$ cat src/rtl/dmem_arbiter_pkg.sv
// Shared definitions for the data-memory arbiter: FSM encodings and
// counter sizing used by the arbiter and its round-robin picker.
package dmem_arbiter_pkg;

  // Arbiter FSM state encodings (kept as plain constants for legacy tools)
  localparam logic [1:0] ARB_IDLE = 2'd0;
  localparam logic [1:0] ARB_BUSY = 2'd1;
  localparam logic [1:0] ARB_DONE = 2'd2;

  // Wait counter width; large enough for the maximum timeout of 255 cycles
  localparam int CNT_W = 8;

  // Index width for a given number of requesters (at least one bit)
  function automatic int idx_width(input int n);
    return (n > 1) ? $clog2(n) : 1;
  endfunction

endpackage

$ cat src/rtl/rr_picker.sv
// Combinational round-robin picker: starting just after the previous
// winner and wrapping around, returns the first requesting index.
module rr_picker #(
  parameter int N_CORES = 4,
  parameter int IDX_W   = 2
) (
  input  logic [N_CORES-1:0] req,
  input  logic [IDX_W-1:0]   last_grant,
  output logic [IDX_W-1:0]   grant,
  output logic               any_req
);

  logic [IDX_W-1:0] pos;

  // Scan from last_grant+1 upward; the first hit wins and later hits are ignored
  always_comb begin
    grant   = last_grant;
    any_req = 1'b0;
    pos     = '0;
    for (int k = 1; k <= N_CORES; k++) begin
      pos = IDX_W'((int'(last_grant) + k) % N_CORES);
      if (!any_req && req[pos]) begin
        grant   = pos;
        any_req = 1'b1;
      end
    end
  end

endmodule

$ cat src/rtl/dmem_arbiter.sv
// Round-robin arbiter sharing one data-memory port among N_CORES cores.
// One transaction at a time: IDLE picks a requester and latches its
// access, BUSY holds the memory request until ready or timeout, DONE
// pulses the winner's ack for exactly one cycle.
module dmem_arbiter
  import dmem_arbiter_pkg::*;
#(
  parameter int N_CORES = 4,
  parameter int DATA_W  = 32,
  parameter int ADDR_W  = 32,
  parameter int TIMEOUT = 15
) (
  input  logic                        clk,
  input  logic                        rst,
  input  logic [N_CORES-1:0]          core_load,
  input  logic [N_CORES-1:0]          core_store,
  input  logic [N_CORES*ADDR_W-1:0]   core_addr,
  input  logic [N_CORES*DATA_W-1:0]   core_wdata,
  output logic [DATA_W-1:0]           core_rdata,
  output logic [N_CORES-1:0]          core_ack,
  output logic [N_CORES-1:0]          core_stall,
  output logic                        core_err,
  output logic                        mem_req,
  output logic                        mem_we,
  output logic [ADDR_W-1:0]           mem_addr,
  output logic [DATA_W-1:0]           mem_wdata,
  input  logic [DATA_W-1:0]           mem_rdata,
  input  logic                        mem_ready
);

  localparam int IDX_W = idx_width(N_CORES);

  logic [1:0]         state_q;
  logic [IDX_W-1:0]   last_grant_q;
  logic [IDX_W-1:0]   pick;
  logic               any_req;
  logic [N_CORES-1:0] req;
  logic [CNT_W-1:0]   cnt_q;
  logic               timed_out;

  // Stage 1 (BUSY): latched transaction driving the memory port
  logic               vld_p1;
  logic [IDX_W-1:0]   grant_p1;
  logic               we_p1;
  logic [ADDR_W-1:0]  addr_p1;
  logic [DATA_W-1:0]  wdata_p1;

  // Stage 2 (DONE): completion result returned to the granted core
  logic               vld_p2;
  logic [DATA_W-1:0]  rdata_p2;
  logic               err_p2;

  assign req       = core_load | core_store;
  assign vld_p1    = (state_q == ARB_BUSY);
  assign vld_p2    = (state_q == ARB_DONE);
  assign timed_out = (cnt_q == CNT_W'(TIMEOUT - 1));

  rr_picker #(
    .N_CORES (N_CORES),
    .IDX_W   (IDX_W)
  ) u_picker (
    .req        (req),
    .last_grant (last_grant_q),
    .grant      (pick),
    .any_req    (any_req)
  );

  // Control: state sequencing, wait counter, timeout flag and fairness pointer
  always_ff @(posedge clk or posedge rst) begin
    if (rst) begin
      state_q      <= ARB_IDLE;
      last_grant_q <= IDX_W'(N_CORES - 1);
      grant_p1     <= '0;
      cnt_q        <= '0;
      err_p2       <= 1'b0;
    end else begin
      case (state_q)
        ARB_IDLE: begin
          if (any_req) begin
            grant_p1 <= pick;
            state_q  <= ARB_BUSY;
          end
        end
        ARB_BUSY: begin
          cnt_q <= cnt_q + CNT_W'(1);
          if (mem_ready) begin
            last_grant_q <= grant_p1;
            state_q      <= ARB_DONE;
          end else if (timed_out) begin
            err_p2       <= 1'b1;
            last_grant_q <= grant_p1;
            state_q      <= ARB_DONE;
          end
        end
        ARB_DONE: begin
          err_p2  <= 1'b0;
          cnt_q   <= '0;
          state_q <= ARB_IDLE;
        end
        default: state_q <= ARB_IDLE;
      endcase
    end
  end

  // Datapath: latch the winner's access on grant, capture read data on completion
  always_ff @(posedge clk or posedge rst) begin
    if (rst) begin
      we_p1    <= 1'b0;
      addr_p1  <= '0;
      wdata_p1 <= '0;
      rdata_p2 <= '0;
    end else begin
      if ((state_q == ARB_IDLE) && any_req) begin
        // A simultaneous load+store is treated as a store
        we_p1    <= core_store[pick];
        addr_p1  <= core_addr[pick*ADDR_W +: ADDR_W];
        wdata_p1 <= core_wdata[pick*DATA_W +: DATA_W];
      end
      if (vld_p1) begin
        if (mem_ready) begin
          rdata_p2 <= mem_rdata;
        end else if (timed_out) begin
          rdata_p2 <= '0;
        end
      end
    end
  end

  assign mem_req    = vld_p1;
  assign mem_we     = we_p1;
  assign mem_addr   = addr_p1;
  assign mem_wdata  = wdata_p1;

  assign core_ack   = vld_p2 ? (N_CORES'(1) << grant_p1) : '0;
  assign core_rdata = rdata_p2;
  assign core_err   = vld_p2 & err_p2;
  assign core_stall = req & ~core_ack;

endmodule

$ cat config.mk
export PLATFORM = sky130hd
export DESIGN_NAME = dmem_arbiter
export DESIGN_NICKNAME = d
export VERILOG_FILES = /design/src/rtl/dmem_arbiter_pkg.sv /design/src/rtl/rr_picker.sv /design/src/rtl/dmem_arbiter.sv
export SDC_FILE = /design/constraint.sdc
export NUM_CORES = 1
export LEC_CHECK = 0
export BUFFER_PORTS_ARGS = -buffer_cell sky130_fd_sc_hd__buf_4
export CAP_MARGIN = 20
export CORE_AREA = 5 5 154 156
export CTS_CLUSTER_DIAMETER = 100
export DETAILED_ROUTE_END_ITERATION = 6
export DIE_AREA = 0 0 159 161
export SETUP_SLACK_MARGIN = 0.15
export SYNTH_ARGS = -nofsm -noshare
export SYNTH_HDL_FRONTEND = slang
export SYNTH_SLANG_ARGS = --single-unit
$ cat constraint.sdc
create_clock -name clk -period 4.2 [get_ports clk]
set_input_delay 0 -clock clk [delete_from_list [all_inputs] [get_ports clk]]
set_output_delay 0 -clock clk [all_outputs]
set_load 0.03 [all_outputs]
# Word-level counts from Yosys, hierarchy flattened
# Cells that the tools add are included.
[totals] register_bits=112 input_bits=299 out_inout_bits=107 wordCells=78
[op_classes] n_addsub=5 magnitude_cmp=5 n_eq_ne=7 shift=3 n_mux=31 bitwise_logic=4 n_reduce_logical=14
[op_table] cell="128-bit by 8-bit indexed part select with 32-bit output" n=2
[op_table] cell="32-bit two-way mux" n=2
[op_table] cell="2-bit two-way mux" n=9
[op_table] cell="8-bit one-hot mux with 2 select lines" n=1
[op_table] cell="2-bit by 3-bit < comparator with 1-bit output, second input constant" n=5
[op_table] cell="1-bit two-way mux" n=11
[op_table] cell="1-bit binary-select mux with 2-bit select" n=5
[op_table] cell="8-bit by 1-bit adder with 8-bit output, second input constant" n=1
[op_table] cell="8-bit by 4-bit equality test with 1-bit output, second input constant" n=1
[op_table] cell="2-bit AND reduction" n=3
[op_table] cell="2-bit by 1-bit adder with 2-bit output, second input constant" n=2
[op_table] cell="2-bit adder, second input constant" n=2
[op_table] cell="4-bit AND" n=1
[op_table] cell="1-bit logical AND" n=4
[op_table] cell="4-bit two-way mux" n=1
[op_table] cell="2-bit != test, second input constant" n=2
[op_table] cell="4-bit NOT" n=1
[op_table] cell="4-bit bitwise OR" n=1
[op_table] cell="2-bit one-hot mux with 2 select lines" n=1
[op_table] cell="2-bit nonzero test" n=2
[op_table] cell="1-bit by 2-bit left shift with 4-bit output, first input constant" n=1
[op_table] cell="1-bit logical NOT" n=3
[op_table] cell="3-bit by 1-bit != test with 1-bit output, second input constant" n=1
[op_table] cell="3-bit AND reduction" n=1
[op_table] cell="other kinds (6)" n=6

# Logic depth before layout (Yosys ltp)
# Gate-level depths: netlist (run 1).
[logic_depth] depth_word=15 depth_mapped=9

# Modules after synthesis
# Synthesis (run 1) repeated with hierarchy kept, for this count alone.
[unflattened] cells_unflattened=408 hier_area_um2=6138.4
[modules_own_cells] mod="dmem_arbiter" n_inst=1 cells_each=394 area_per_inst_um2=6055.8 seq_area_each_um2=2805.2
[modules_own_cells] mod="rr_picker" n_inst=1 cells_each=14 area_per_inst_um2=82.6 seq_area_each_um2=0.0

# Worst setup path after synthesis (run 1)
# No wires, ideal clock.
[synth_path] path_type="flip-flop to flip-flop" from="reg cnt_q[0]" to="reg rdata_p2[0], in the netlist core_rdata[0]" setup_ns=0.121 t_arrival_ns=1.821 path_slack_ns=2.258 path_stages_with_launch=9 path_buffers=1 cell_sequence="dfrtp_1 -> inv_1 -> ha_1 -> nand4b_1 -> or4_1 -> nand2_1 -> nand2_1 -> clkbuf_1 -> a22o_1"
[synth_between] elab_chain_cells=3
[synth_rtl] element="start: declaration" line="dmem_arbiter.sv:38" source="logic [CNT_W-1:0] cnt_q;"
[synth_rtl] element="start signal: assignment" line="dmem_arbiter.sv:85" source="cnt_q <= cnt_q + CNT_W'(1);"
[synth_rtl] element="8-bit by 4-bit equality test with 1-bit output" line="dmem_arbiter.sv:56" source="assign timed_out = (cnt_q == CNT_W'(TIMEOUT - 1));"
[synth_rtl] element="2-bit nonzero test (no source line)"
[synth_rtl] element="2-bit AND reduction (no source line)"
[synth_rtl] element="end signal: assignment" line="dmem_arbiter.sv:121" source="rdata_p2 <= mem_rdata;"
[synth_rtl] element="end: declaration" line="dmem_arbiter.sv:50" source="logic [DATA_W-1:0] rdata_p2;"
# Every way passes these cells.
# A chain may end at the register's enable or synchronous reset.

# Final worst setup path (run 1)
[layout_path] from="reg last_grant_q[1]" to="reg wdata_p1[30], in the netlist mem_wdata[30]"
[layout_between] elab_chain_cells=14 word_cells_on_any_way=28 cone_classes="4 x add/sub; 1 x shift; 16 x mux; 7 x reduce/logical"
[layout_rtl] element="start: declaration" line="dmem_arbiter.sv:34" source="logic [IDX_W-1:0] last_grant_q;"
[layout_rtl] element="start signal: assignment" line="dmem_arbiter.sv:72" source="last_grant_q <= IDX_W'(N_CORES - 1);"
[layout_rtl] element="start signal: assignment" line="dmem_arbiter.sv:87" source="last_grant_q <= grant_p1;"
[layout_rtl] element="start signal: assignment" line="dmem_arbiter.sv:91" source="last_grant_q <= grant_p1;"
[layout_rtl] element="2-bit by 1-bit adder with 2-bit output" line="rr_picker.sv:21" source="pos = IDX_W'((int'(last_grant) + k) % N_CORES);"
[layout_rtl] element="1-bit binary-select mux with 2-bit select" line="rr_picker.sv:22" source="if (!any_req && req[pos]) begin"
[layout_rtl] element="1-bit two-way mux (not written as such)" line="rr_picker.sv:22"
[layout_rtl] element="1-bit two-way mux" line="rr_picker.sv:22"
[layout_rtl] element="1-bit logical NOT" line="rr_picker.sv:22"
[layout_rtl] element="1-bit logical AND" line="rr_picker.sv:22"
[layout_rtl] element="1-bit two-way mux" line="rr_picker.sv:22"
[layout_rtl] element="1-bit logical NOT" line="rr_picker.sv:22"
[layout_rtl] element="1-bit logical AND" line="rr_picker.sv:22"
[layout_rtl] element="1-bit two-way mux" line="rr_picker.sv:22"
[layout_rtl] element="1-bit logical NOT" line="rr_picker.sv:22"
[layout_rtl] element="1-bit logical AND" line="rr_picker.sv:22"
[layout_rtl] element="2-bit two-way mux or 1-bit two-way mux (tied branches)" line="rr_picker.sv:22"
[layout_rtl] element="128-bit by 8-bit indexed part select with 32-bit output or 1-bit logical AND (tied branches)" line="dmem_arbiter.sv:117, dmem_arbiter.sv:113"
[layout_rtl] element="end signal: assignment" line="dmem_arbiter.sv:117" source="wdata_p1 <= core_wdata[pick*DATA_W +: DATA_W];"
[layout_rtl] element="end: declaration" line="dmem_arbiter.sv:46" source="logic [DATA_W-1:0] wdata_p1;"
# Parallel ways exist; a longest one is shown, timed or not. The select of a mux whose other input is x is not followed.

==> results of run 1 <==
==> power groups by stage <==
stage / registers [mW] / clock network, mW / logic (mW)
after CTS: 1.97 / 1.00 / 5.85
final: 1.97 / 0.970 / 5.88
after floorplan: 2.81 / 0 / 2.27
after detailed placement: 1.97 / 0 / 4.76
after global placement: 1.97 / 0 / 4.70
after global routing: 2.04 / 1.04 / 6.30
==> registers in the layout (all words and copies together), names as in the netlist <==
name / flops
core_rdata: 32
err_p2: 1
cnt_q: 8
mem_wdata: 32
grant_p1: 2
mem_addr: 32
state_q: 2
mem_we: 1
last_grant_q: 2
==> area by class of cell <==
type                       count  area, µm²
multi-input combinational    386       3000
clock inverter                 6        100
inverter                      10       40.0
clock buffer                  10        229
fill                        1980      10300
tap                          285        357
timing repair buffer         640       5390
sequential                   112       2810
==> timing repair <==
| action | in CTS | in global routing |
|---|---|---|
| hold endpoints to repair | 173 | 0 |
| buffers inserted | 0 | 0 |
| hold buffers | 223 | 0 |
==> metal layers <==
metal	track usage	up-vias	wire length, µm
li1	-	3294	-
met1	0.228	3367	10100
met2	0.356	300	13700
met3	0.0584	59	1870
met4	0.0807	0	938
met5	0	-	0
==> cell usage in the layout (no fill, tap or decap), types with 3 or more instances in the layout <==
master         Yosys  routed
nand2_1           78      76
xor2_1             3       3
nor2_1            13      12
and3_1             3       3
buf_4             10     415
o21ai_0            9       9
mux2i_1          129     129
nand4_1            4       4
ha_1               5       5
o221ai_1          65      65
a22o_1            33      33
a21oi_1           10      10
inv_1             10       9
dfrtp_1          110     110
dlygate4sd3_1      0     223
nand2b_1           4       3
clkbuf_16          0       9
==> worst reg2reg max path: stages (launching register included) <==
cell	delay, ns
dfstp_2	0.60
o21bai_1	0.18
o2bb2ai_1	0.19
a21o_4	0.67
buf_4	0.45
mux2i_1	0.25
dlygate4sd3_1	0.59
o221ai_1	0.12
dlygate4sd3_1	0.61
==> metrics by stage <==
stage	instance area (µm²)	worst slack, ns
after floorplan	6040	1.24
after global placement	9340	1.57
after detailed placement	9340	1.46
after CTS	11900	0.435
after global routing	11900	0.203
final	11900	0.422
==> worst min path at each step <==
stage,startpoint,end,slack [ns],cells past startpoint
floorplan,mem_rdata[30],core_rdata[30],0.13,1
global placement,mem_rdata[16],core_rdata[16],0.22,2
detailed placement,mem_rdata[16],core_rdata[16],0.22,2
CTS,core_addr[3],mem_addr[3],0.006,3
global route,core_wdata[16],mem_wdata[16],0.01,3
finish,core_wdata[16],mem_wdata[16],0.01,3
==> cell families (layout without fill, tap and decap cells) <==
group	count (synthesis)	after routing	share of synthesized area
mux	131	131	0.217
compound gates	129	129	0.173
simple gates	118	118	0.0886
flops	112	112	0.464
buf+inv	54	666	0.0422
fa+ha+maj	5	5	0.0104
xor+xnor	3	3	0.00435
==> results.py, run 1 <==
metrics = {
    "yosys": {
        "yosys_most_used_dff": "dfrtp_1",
        "syn_avg_cell_area_um2": 10.9,
        "synthTopCellsByCount": "129 x mux2i_1, 110 x dfrtp_1, 78 x nand2_1",
        "synthTopCellsByArea": "dfrtp_1 46%, mux2i_1 21%, o221ai_1 9.4%, nand2_1 4.8%, a22o_1 4.8%",
        "syn-num-nets": 856,
        "synth_area_leader_cell": "dfrtp_1",
        "ys_seq_elements": 112,
        "async_flop_share": 1.00,
        "synth_area_um2": 6040,
        "syn_inst": 552,
        "synth_cell_type_count": 43,
        "yosysWarnings": 0,
        "yosysMostFrequentCell": "mux2i_1",
        "synth_top_area_share": 0.455,
        "synth_edf_count": 0,
        "seq_area_frac_synth": 0.464,
    },
    "flow_run": {
        "maxCapViolations": 0,
    },
    "power": {
        "p_int_mw": 5.03,
        "power_switching_mw": 3.79,
        "powerDensity_nw_per_um2": 740,
        "irDropWorstVdd_mv": 0.317,
        "share_seq_of_total_power": 0.224,
        "combPwrFrac": 0.666,
        "clkPwrFrac": 0.110,
        "leakage_nw": 5.97,
        "switching_share": 0.429,
        "power.total_mw": 8.82,
    },
    "route": {
        "ant_nets": 0,
        "routed_wl_um": 26500,
        "avgRoutedWirePerCell_um": 18.3,
        "vias": 7020,
        "drtPass1Iterations": 4,
        "via_per_inst": 4.84,
        "route.detailed.drc": 0,
        "drtIter0Drc": 303,
    },
    "layout": {
        "final_util": 0.536,
        "nets": 1463,
        "n_antenna_cell": 0,
        "area_delta_synth_final_pct": 97.2,
        "layout-drive-gt1-share": 0.381,
        "final_cells": 1449,
    },
    "critical_path": {
        "crit_top_cell": "dlygate4sd3_1",
        "cp_cell_sequence": "o21bai_1 > o2bb2ai_1 > a21o_4 > buf_4 > mux2i_1 > dlygate4sd3_1 > o221ai_1 > dlygate4sd3_1",
        "r2r-start": "last_grant_q[1]",
        "cp_max_fo": 52,
        "startpoint": "last_grant_q[1]",
        "reg2regPathDepth": 8,
        "cp-start-kind": "register",
        "end_kind": "register",
        "regToRegSetupSlack_ns": 0.42,
        "slowest_delay_ns": 0.67,
        "r2r_end": "mem_wdata[30]",
        "slowest_stage": "a21o_4",
        "cp.arrival_ns": 4.01,
        "path_depth": 8,
        "cp.required_ns": 4.43,
        "worst-setup-path-type": "reg -> reg",
        "critical_path.endpoint": "mem_wdata[30]",
        "crit_family": "buffers and inverters",
        "critPathBufInv": 3,
    },
    "clock_tree": {
        "path_clk_slew_ns": 0.07,
        "cts_resized": 0,
        "cts_max_level": 3,
        "clock_path_buffers": 2,
        "root_buffer": "clkbuf_16",
        "cts_tree": "yes",
        "clk_latency_ns": 0.36,
        "cts_made_buffers": 9,
        "numClockSinks": 112,
    },
    "global_routing": {
        "track_usage": 0.201,
        "grt_max_degree": 79,
        "grt_pass1_vias": 7839,
        "grt_overflow": 0,
        "antenna_found_initial": 0,
        "grt_pass1_wl_um": 42100,
    },
    "place": {
        "dp_hpwl_um": 18500,
        "finalWeightedCongestion": 0.844,
        "dp.cells": 1209,
        "portBuffers": 405,
    },
    "status": {
        "status": "complete, no violations",
    },
    "timing": {
        "min_period_ns": 3.78,
        "slew_viol_final": 0,
        "worstMarginPinSlew_ns": 1.03,
        "hold_viol": 0,
        "maxSlewHeadroom": 0.309,
        "fin_tns_setup_ns": 0,
        "rsz0062_at_grt": "no",
        "fin_hold_ws_ns": 0.0144,
        "setup_violations": 0,
        "skew_ns": 0.0142,
        "period_share": 0.900,
        "fmax_ghz": 0.265,
    },
    "floorplanning": {
        "die_area_um2": 25600,
        "initial_core_util": 0.272,
        "core_um2": 22200,
        "rows": 55,
        "die_h_um": 161,
        "die_x_um": 159,
        "pin_count": 406,
    },
    "worst_hold_path": {
        "min_path_type": "in -> reg",
    },
}
No activity file was read; power rests on OpenSTA's default activity.
==> run 2: changes to the inputs <==
BUFFER_PORTS_ARGS = -buffer_cell sky130_fd_sc_hd__buf_2   (was -buffer_cell sky130_fd_sc_hd__buf_4)
CORE_AREA = 5 5 155 157   (was 5 5 154 156)
CTS_BUF_LIST = sky130_fd_sc_hd__clkbuf_8   (was unset)
DIE_AREA = 0 0 160 162   (was 0 0 159 161)
==> results.py, run 2 (synthesized netlist as in run 1, its figures left out) <==
metrics = {
    "route": {
        "drtPass1Iterations": 4,
        "route.detailed.drc": 0,
        "ant_nets": 0,
        "via_per_inst": 4.88,
        "vias": 7103,
        "avgRoutedWirePerCell_um": 17.7,
        "drtIter0Drc": 337,
        "routed_wl_um": 25800,
    },
    "power": {
        "leakage_nw": 5.63,
        "powerDensity_nw_per_um2": 761,
        "irDropWorstVdd_mv": 0.341,
        "power.total_mw": 8.26,
    },
    "clock_tree": {
        "clock_path_buffers": 2,
        "path_clk_slew_ns": 0.12,
        "cts_setup_buffers": 0,
        "numClockSinks": 112,
        "clk_latency_ns": 0.39,
        "cts_made_buffers": 9,
        "cts_max_level": 3,
        "root_buffer": "clkbuf_8",
        "cts_resized": 0,
        "cts_tree": "yes",
    },
    "flow_run": {
        "maxCapViolations": 0,
    },
    "layout": {
        "n_antenna_cell": 0,
        "seq_area_um2": 2810,
        "layout-drive-gt1-share": 0.384,
        "final_util": 0.486,
        "fill_cells": 2034,
        "area_delta_synth_final_pct": 79.7,
        "final_common_cell": "buf_2",
        "mostFrequentLayoutCells": "405 x buf_2, 225 x dlygate4sd3_1, 129 x mux2i_1",
        "multi_input_area_um2": 3000,
        "final_area_um2": 10900,
        "nets": 1471,
    },
    "timing": {
        "skew_ns": 0.0171,
        "fin_tns_setup_ns": 0,
        "worstMarginPinSlew_ns": 0.947,
        "fmax_ghz": 0.264,
        "setup_violations": 0,
        "period_share": 0.901,
        "hold_viol": 0,
        "rsz0062_at_grt": "no",
        "min_period_ns": 3.78,
        "slew_viol_final": 0,
        "maxSlewHeadroom": 0.369,
        "timing.final.ws_setup_ns": 0.416,
    },
    "critical_path": {
        "cp_cell_sequence": "o21bai_1 > o2bb2ai_1 > a21o_4 > buf_4 > mux2i_1 > dlygate4sd3_1 > o221ai_1 > dlygate4sd3_1",
        "end_kind": "register",
        "cp.arrival_ns": 4.06,
        "crit_top_cell": "dlygate4sd3_1",
        "cp.required_ns": 4.48,
        "startpoint": "last_grant_q[1]",
        "slowest_delay_ns": 0.75,
        "worst-setup-path-type": "reg -> reg",
        "cp-start-kind": "register",
        "critPathBufInv": 3,
        "slowest_stage": "a21o_4",
        "crit_family": "buffers and inverters",
        "r2r-start": "last_grant_q[1]",
        "cp_max_fo": 55,
    },
    "place": {
        "dp_hpwl_um": 17200,
        "dp_slack_ns": 1.45,
        "dpl_cell_area_um2": 8370,
        "portBuffers": 405,
        "finalWeightedCongestion": 0.820,
    },
    "floorplanning": {
        "pin_count": 406,
        "core_um2": 22400,
        "rows": 55,
        "initial_core_util": 0.270,
        "die_area_um2": 25900,
        "die_x_um": 160,
        "die_h_um": 162,
    },
    "global_routing": {
        "grt_pass1_vias": 7701,
        "track_usage": 0.189,
        "grt_overflow": 0,
        "grt_pass1_wl_um": 39700,
        "antenna_found_initial": 0,
        "grt_max_degree": 77,
    },
    "worst_hold_path": {
        "min_from": "core_wdata[107]",
        "min_path_type": "in -> reg",
    },
    "status": {
        "status": "complete, no violations",
    },
}
[run 2: worst reg2reg max path: stages (launching register included)]
cell and delay (ns):
dfstp_2 0.62, o21bai_1 0.17, o2bb2ai_1 0.19, a21o_4 0.75, buf_4 0.42, mux2i_1 0.24, dlygate4sd3_1 0.58, o221ai_1 0.11
dlygate4sd3_1 0.61
[run 2: path summary, 6_finish.rpt]
| path | end | slack, ns | cells after the start |
|---|---|---|---|
| max in group asynchronous | mem_wdata[19] | 2.99 | 5 |
| min in group asynchronous | core_rdata[21] | 0.09 | 3 |
| worst min register to register | mem_we | 0.51 | 1 |
| worst max register to register | mem_wdata[17] | 0.42 | 8 |
| worst min-delay path | mem_wdata[11] | 0.02 | 3 |
| worst max-delay path | mem_wdata[17] | 0.42 | 8 |
[run 2: power by group]
group | total, mW | internal [mW] | switching [mW]
Combinational | 5.63 | 2.61 | 3.02
Clock | 0.696 | 0.289 | 0.407
Sequential | 1.94 | 1.62 | 0.319
[run 2: layout make-up]
type | count | area share
clock inverter | 7 | 0.00795
tap | 285 | 0.0328
multi-input combinational | 386 | 0.276
clock buffer | 9 | 0.0114
timing repair buffer | 648 | 0.409
sequential | 112 | 0.258
inverter | 10 | 0.00369
[run 2: timing repair]
item	4_1_cts	5_1_grt
hold buffers	225	0
hold endpoints to repair	170	0
setup endpoints to repair	0	0
[run 2: layer usage]
metal | global-route usage | part of all wire | vias to the layer above
li1 | - | - | 3313
met1 | 0.214 | 0.38 | 3432
met2 | 0.349 | 0.53 | 300
met3 | 0.0373 | 0.064 | 58
met4 | 0.0790 | 0.032 | 0
met5 | 0 | 0 | -
[run 2: metrics by stage]
step	instances	hold WS (ns)
floorplan	552	0.133
global route	1457	0.0214
CTS	1456	0.00940
detailed placement	1215	0.223
finish	1457	0.0240
global placement	1215	0.217
==> run 3: changes to the inputs <==
clock period = 3.32 ns   (was 4.2 ns; I/O delays follow)
==> results.py, run 3 <==
metrics = {
    "yosys": {
        "syn-num-nets": 856,
        "seq_area_frac_synth": 0.464,
        "syn_inst": 552,
        "async_flop_share": 1.00,
        "yosysMostFrequentCell": "mux2i_1",
        "synthTopCellsByCount": "129 x mux2i_1, 110 x dfrtp_1, 78 x nand2_1",
        "ys_seq_elements": 112,
        "synth_cell_type_count": 43,
        "syn_avg_cell_area_um2": 10.9,
        "yosysWarnings": 0,
        "synth_top_area_share": 0.455,
        "yosys_most_used_dff": "dfrtp_1",
        "synth_edf_count": 0,
        "synth_area_leader_cell": "dfrtp_1",
        "synth_area_um2": 6040,
        "synthTopCellsByArea": "dfrtp_1 46%, mux2i_1 21%, o221ai_1 9.4%, nand2_1 4.8%, a22o_1 4.8%",
    },
    "status": {
        "haltStage": "clock tree synthesis",
        "status": "did not finish",
        "error_line": "[ERROR RSZ-0060] Max buffer count reached.",
    },
    "clock_tree": {
        "root_buffer": "clkbuf_8",
        "cts_setup_buffers": 0,
        "cts_resized": 0,
        "numClockSinks": 112,
        "clock_path_buffers": 2,
        "ctsHoldBuffers": 247,
        "cts_max_level": 3,
        "cts_made_buffers": 9,
    },
    "place": {
        "portBuffers": 405,
        "finalWeightedCongestion": 0.831,
        "dp_slack_ns": 0.850,
        "dp_hpwl_um": 17000,
    },
    "floorplanning": {
        "die_x_um": 160,
        "pin_count": 406,
        "rows": 55,
        "die_h_um": 162,
        "initial_core_util": 0.270,
    },
}
-- run 3: cell counts after synthesis --
Identical to the previous run, type by type.
-- run 3: per-stage QoR --
stage	cell area (µm²)	instances	hold WS, ns
global placement	8380	1212	0.103
floorplan	6040	552	0.133
detailed placement	8380	1212	0.0983
-- run 3: logic make-up after synthesis --
group           Yosys count  synth area share
buf+inv                  54            0.0422
compound gates          129             0.173
mux                     131             0.217
simple gates            118            0.0886
fa+ha+maj                 5            0.0104
flops                   112             0.464
xor+xnor                  3           0.00435
==> run 4: changes to the inputs <==
CORE_AREA = 5 5 157 159   (was 5 5 155 157)
CTS_BUF_LIST = unset   (was sky130_fd_sc_hd__clkbuf_8)
CTS_CLUSTER_DIAMETER = unset   (was 100)
DIE_AREA = 0 0 162 164   (was 0 0 160 162)
PLACE_DENSITY_LB_ADDON = 0.15   (was unset)
SETUP_SLACK_MARGIN = unset   (was 0.15)
clock period = 4.3 ns   (was 3.32 ns; I/O delays follow)
==> results.py, run 4 (synthesized netlist as in run 1, its figures left out) <==
metrics = {
    "layout": {
        "area_delta_synth_final_pct": 77.1,
        "nets": 1443,
        "mostFrequentLayoutCells": "405 x buf_2, 205 x dlygate4sd3_1, 129 x mux2i_1",
        "multi_input_area_um2": 3000,
        "fill_cells": 2238,
        "layout-drive-gt1-share": 0.386,
        "final_common_cell": "buf_2",
        "seq_area_um2": 2810,
    },
    "route": {
        "avgRoutedWirePerCell_um": 17.6,
        "ant_nets": 0,
        "vias": 6815,
        "route.detailed.drc": 0,
        "drtIter0Drc": 308,
        "drtPass1Iterations": 5,
        "routed_wl_um": 25300,
        "via_per_inst": 4.75,
    },
    "status": {
        "violations": "hold timing",
        "status": "complete, but fails checks",
    },
    "timing": {
        "period_share": 0.849,
        "skew_ns": 0.0131,
        "rsz0062_at_grt": "no",
        "fmax_ghz": 0.274,
        "worstMarginPinSlew_ns": 1.07,
        "hold_viol": 1,
        "maxSlewHeadroom": 0.287,
        "slew_viol_final": 0,
        "fin_hold_ws_ns": -0.00178,
        "setup_violations": 0,
        "min_period_ns": 3.65,
        "fin_tns_setup_ns": 0,
    },
    "critical_path": {
        "cp.required_ns": 4.54,
        "reg2regPathDepth": 8,
        "worst-setup-path-type": "reg -> reg",
        "end_kind": "register",
        "cp-start-kind": "register",
        "regToRegSetupSlack_ns": 0.65,
        "critical_path.endpoint": "mem_wdata[10]",
        "r2r-start": "last_grant_q[1]",
        "cp.arrival_ns": 3.89,
        "r2r_end": "mem_wdata[10]",
        "cp_max_fo": 47,
        "startpoint": "last_grant_q[1]",
    },
    "clock_tree": {
        "clock_path_buffers": 2,
        "cts_made_buffers": 9,
        "cts_resized": 0,
        "cts_tree": "yes",
        "cts_max_level": 3,
        "numClockSinks": 112,
        "path_clk_slew_ns": 0.08,
        "root_buffer": "clkbuf_16",
        "clk_latency_ns": 0.37,
    },
    "power": {
        "power.total_mw": 8.02,
        "powerDensity_nw_per_um2": 750,
        "leakage_nw": 5.54,
        "irDropWorstVdd_mv": 0.329,
    },
    "floorplanning": {
        "die_h_um": 164,
        "die_area_um2": 26600,
        "rows": 56,
        "core_um2": 23100,
        "die_x_um": 162,
        "pin_count": 406,
        "initial_core_util": 0.261,
    },
    "global_routing": {
        "grt_overflow": 0,
        "grt_max_degree": 48,
        "antenna_found_initial": 3,
        "grt_pass1_wl_um": 38100,
        "track_usage": 0.180,
        "met3_usage": 0.0429,
        "grt_pass1_vias": 7106,
        "grt_use_met1": 0.209,
        "gr-max-usage-layer": "met2",
        "use_met2": 0.324,
    },
    "place": {
        "dp_hpwl_um": 18500,
        "finalWeightedCongestion": 0.784,
        "portBuffers": 405,
    },
    "worst_hold_path": {
        "min_path_type": "in -> reg",
    },
    "flow_run": {
        "maxCapViolations": 0,
    },
}
==> run 4: critical path, cell delays in order, from the launching register on <==
cell,delay (ns)
dfstp_2,0.61
o21bai_1,0.18
o2bb2ai_1,0.20
a21o_4,0.58
buf_12,0.38
mux2i_1,0.24
dlygate4sd3_1,0.58
o221ai_1,0.12
dlygate4sd3_1,0.61
==> run 4: power by group <==
part           switching, mW  leakage, nW  total [mW]  internal [mW]
sequential             0.311         1.38        1.89           1.58
clock                  0.434        0.148       0.911          0.478
combinational           2.87         4.01        5.22           2.35
total                   3.61         5.54        8.02           4.41
==> run 4: repair_timing <==
item,CTS,global route
setup buffers,0,0
hold endpoints to repair,122,2
hold buffers,203,2
==> run 4: how the worst min path moves through the flow <==
stage	from	endpoint	slack, ns	cells past startpoint
floorplan	mem_rdata[30]	core_rdata[30]	0.13	1
global route	core_addr[5]	mem_addr[5]	0.0002	3
global placement	rst	core_rdata[30]	0.03	2
CTS	core_wdata[21]	mem_wdata[21]	0.00002	3
finish	core_addr[5]	mem_addr[5]	-0.002	3
detailed placement	rst	core_rdata[30]	0.03	2
==> run 4: routing by layer <==
metal / wire length (µm) / vias up
met5: 13 / -
li1: - / 3260
met3: 1610 / 39
met4: 653 / 2
met1: 9800 / 3257
met2: 13300 / 257
==> run 4: cell type report <==
type	instances	area share
Timing Repair Buffer	620	0.390
Antenna cell	2	0.000468
Sequential cell	112	0.262
Multi-Input combinational cell	386	0.280
Tap cell	290	0.0339
Inverter	10	0.00374
Clock buffer	10	0.0223
Clock inverter	6	0.00690
==> run 4: per-stage QoR <==
stage                     cells  utilization  setup slack [ns]  area, µm²
after global placement     1213        0.360              1.62       8340
final                      1436        0.463             0.651      10700
after global routing       1436        0.463             0.455      10700
after floorplan             552            -              1.34       6040
after CTS                  1432        0.462             0.685      10700
after detailed placement   1213        0.360              1.63       8340
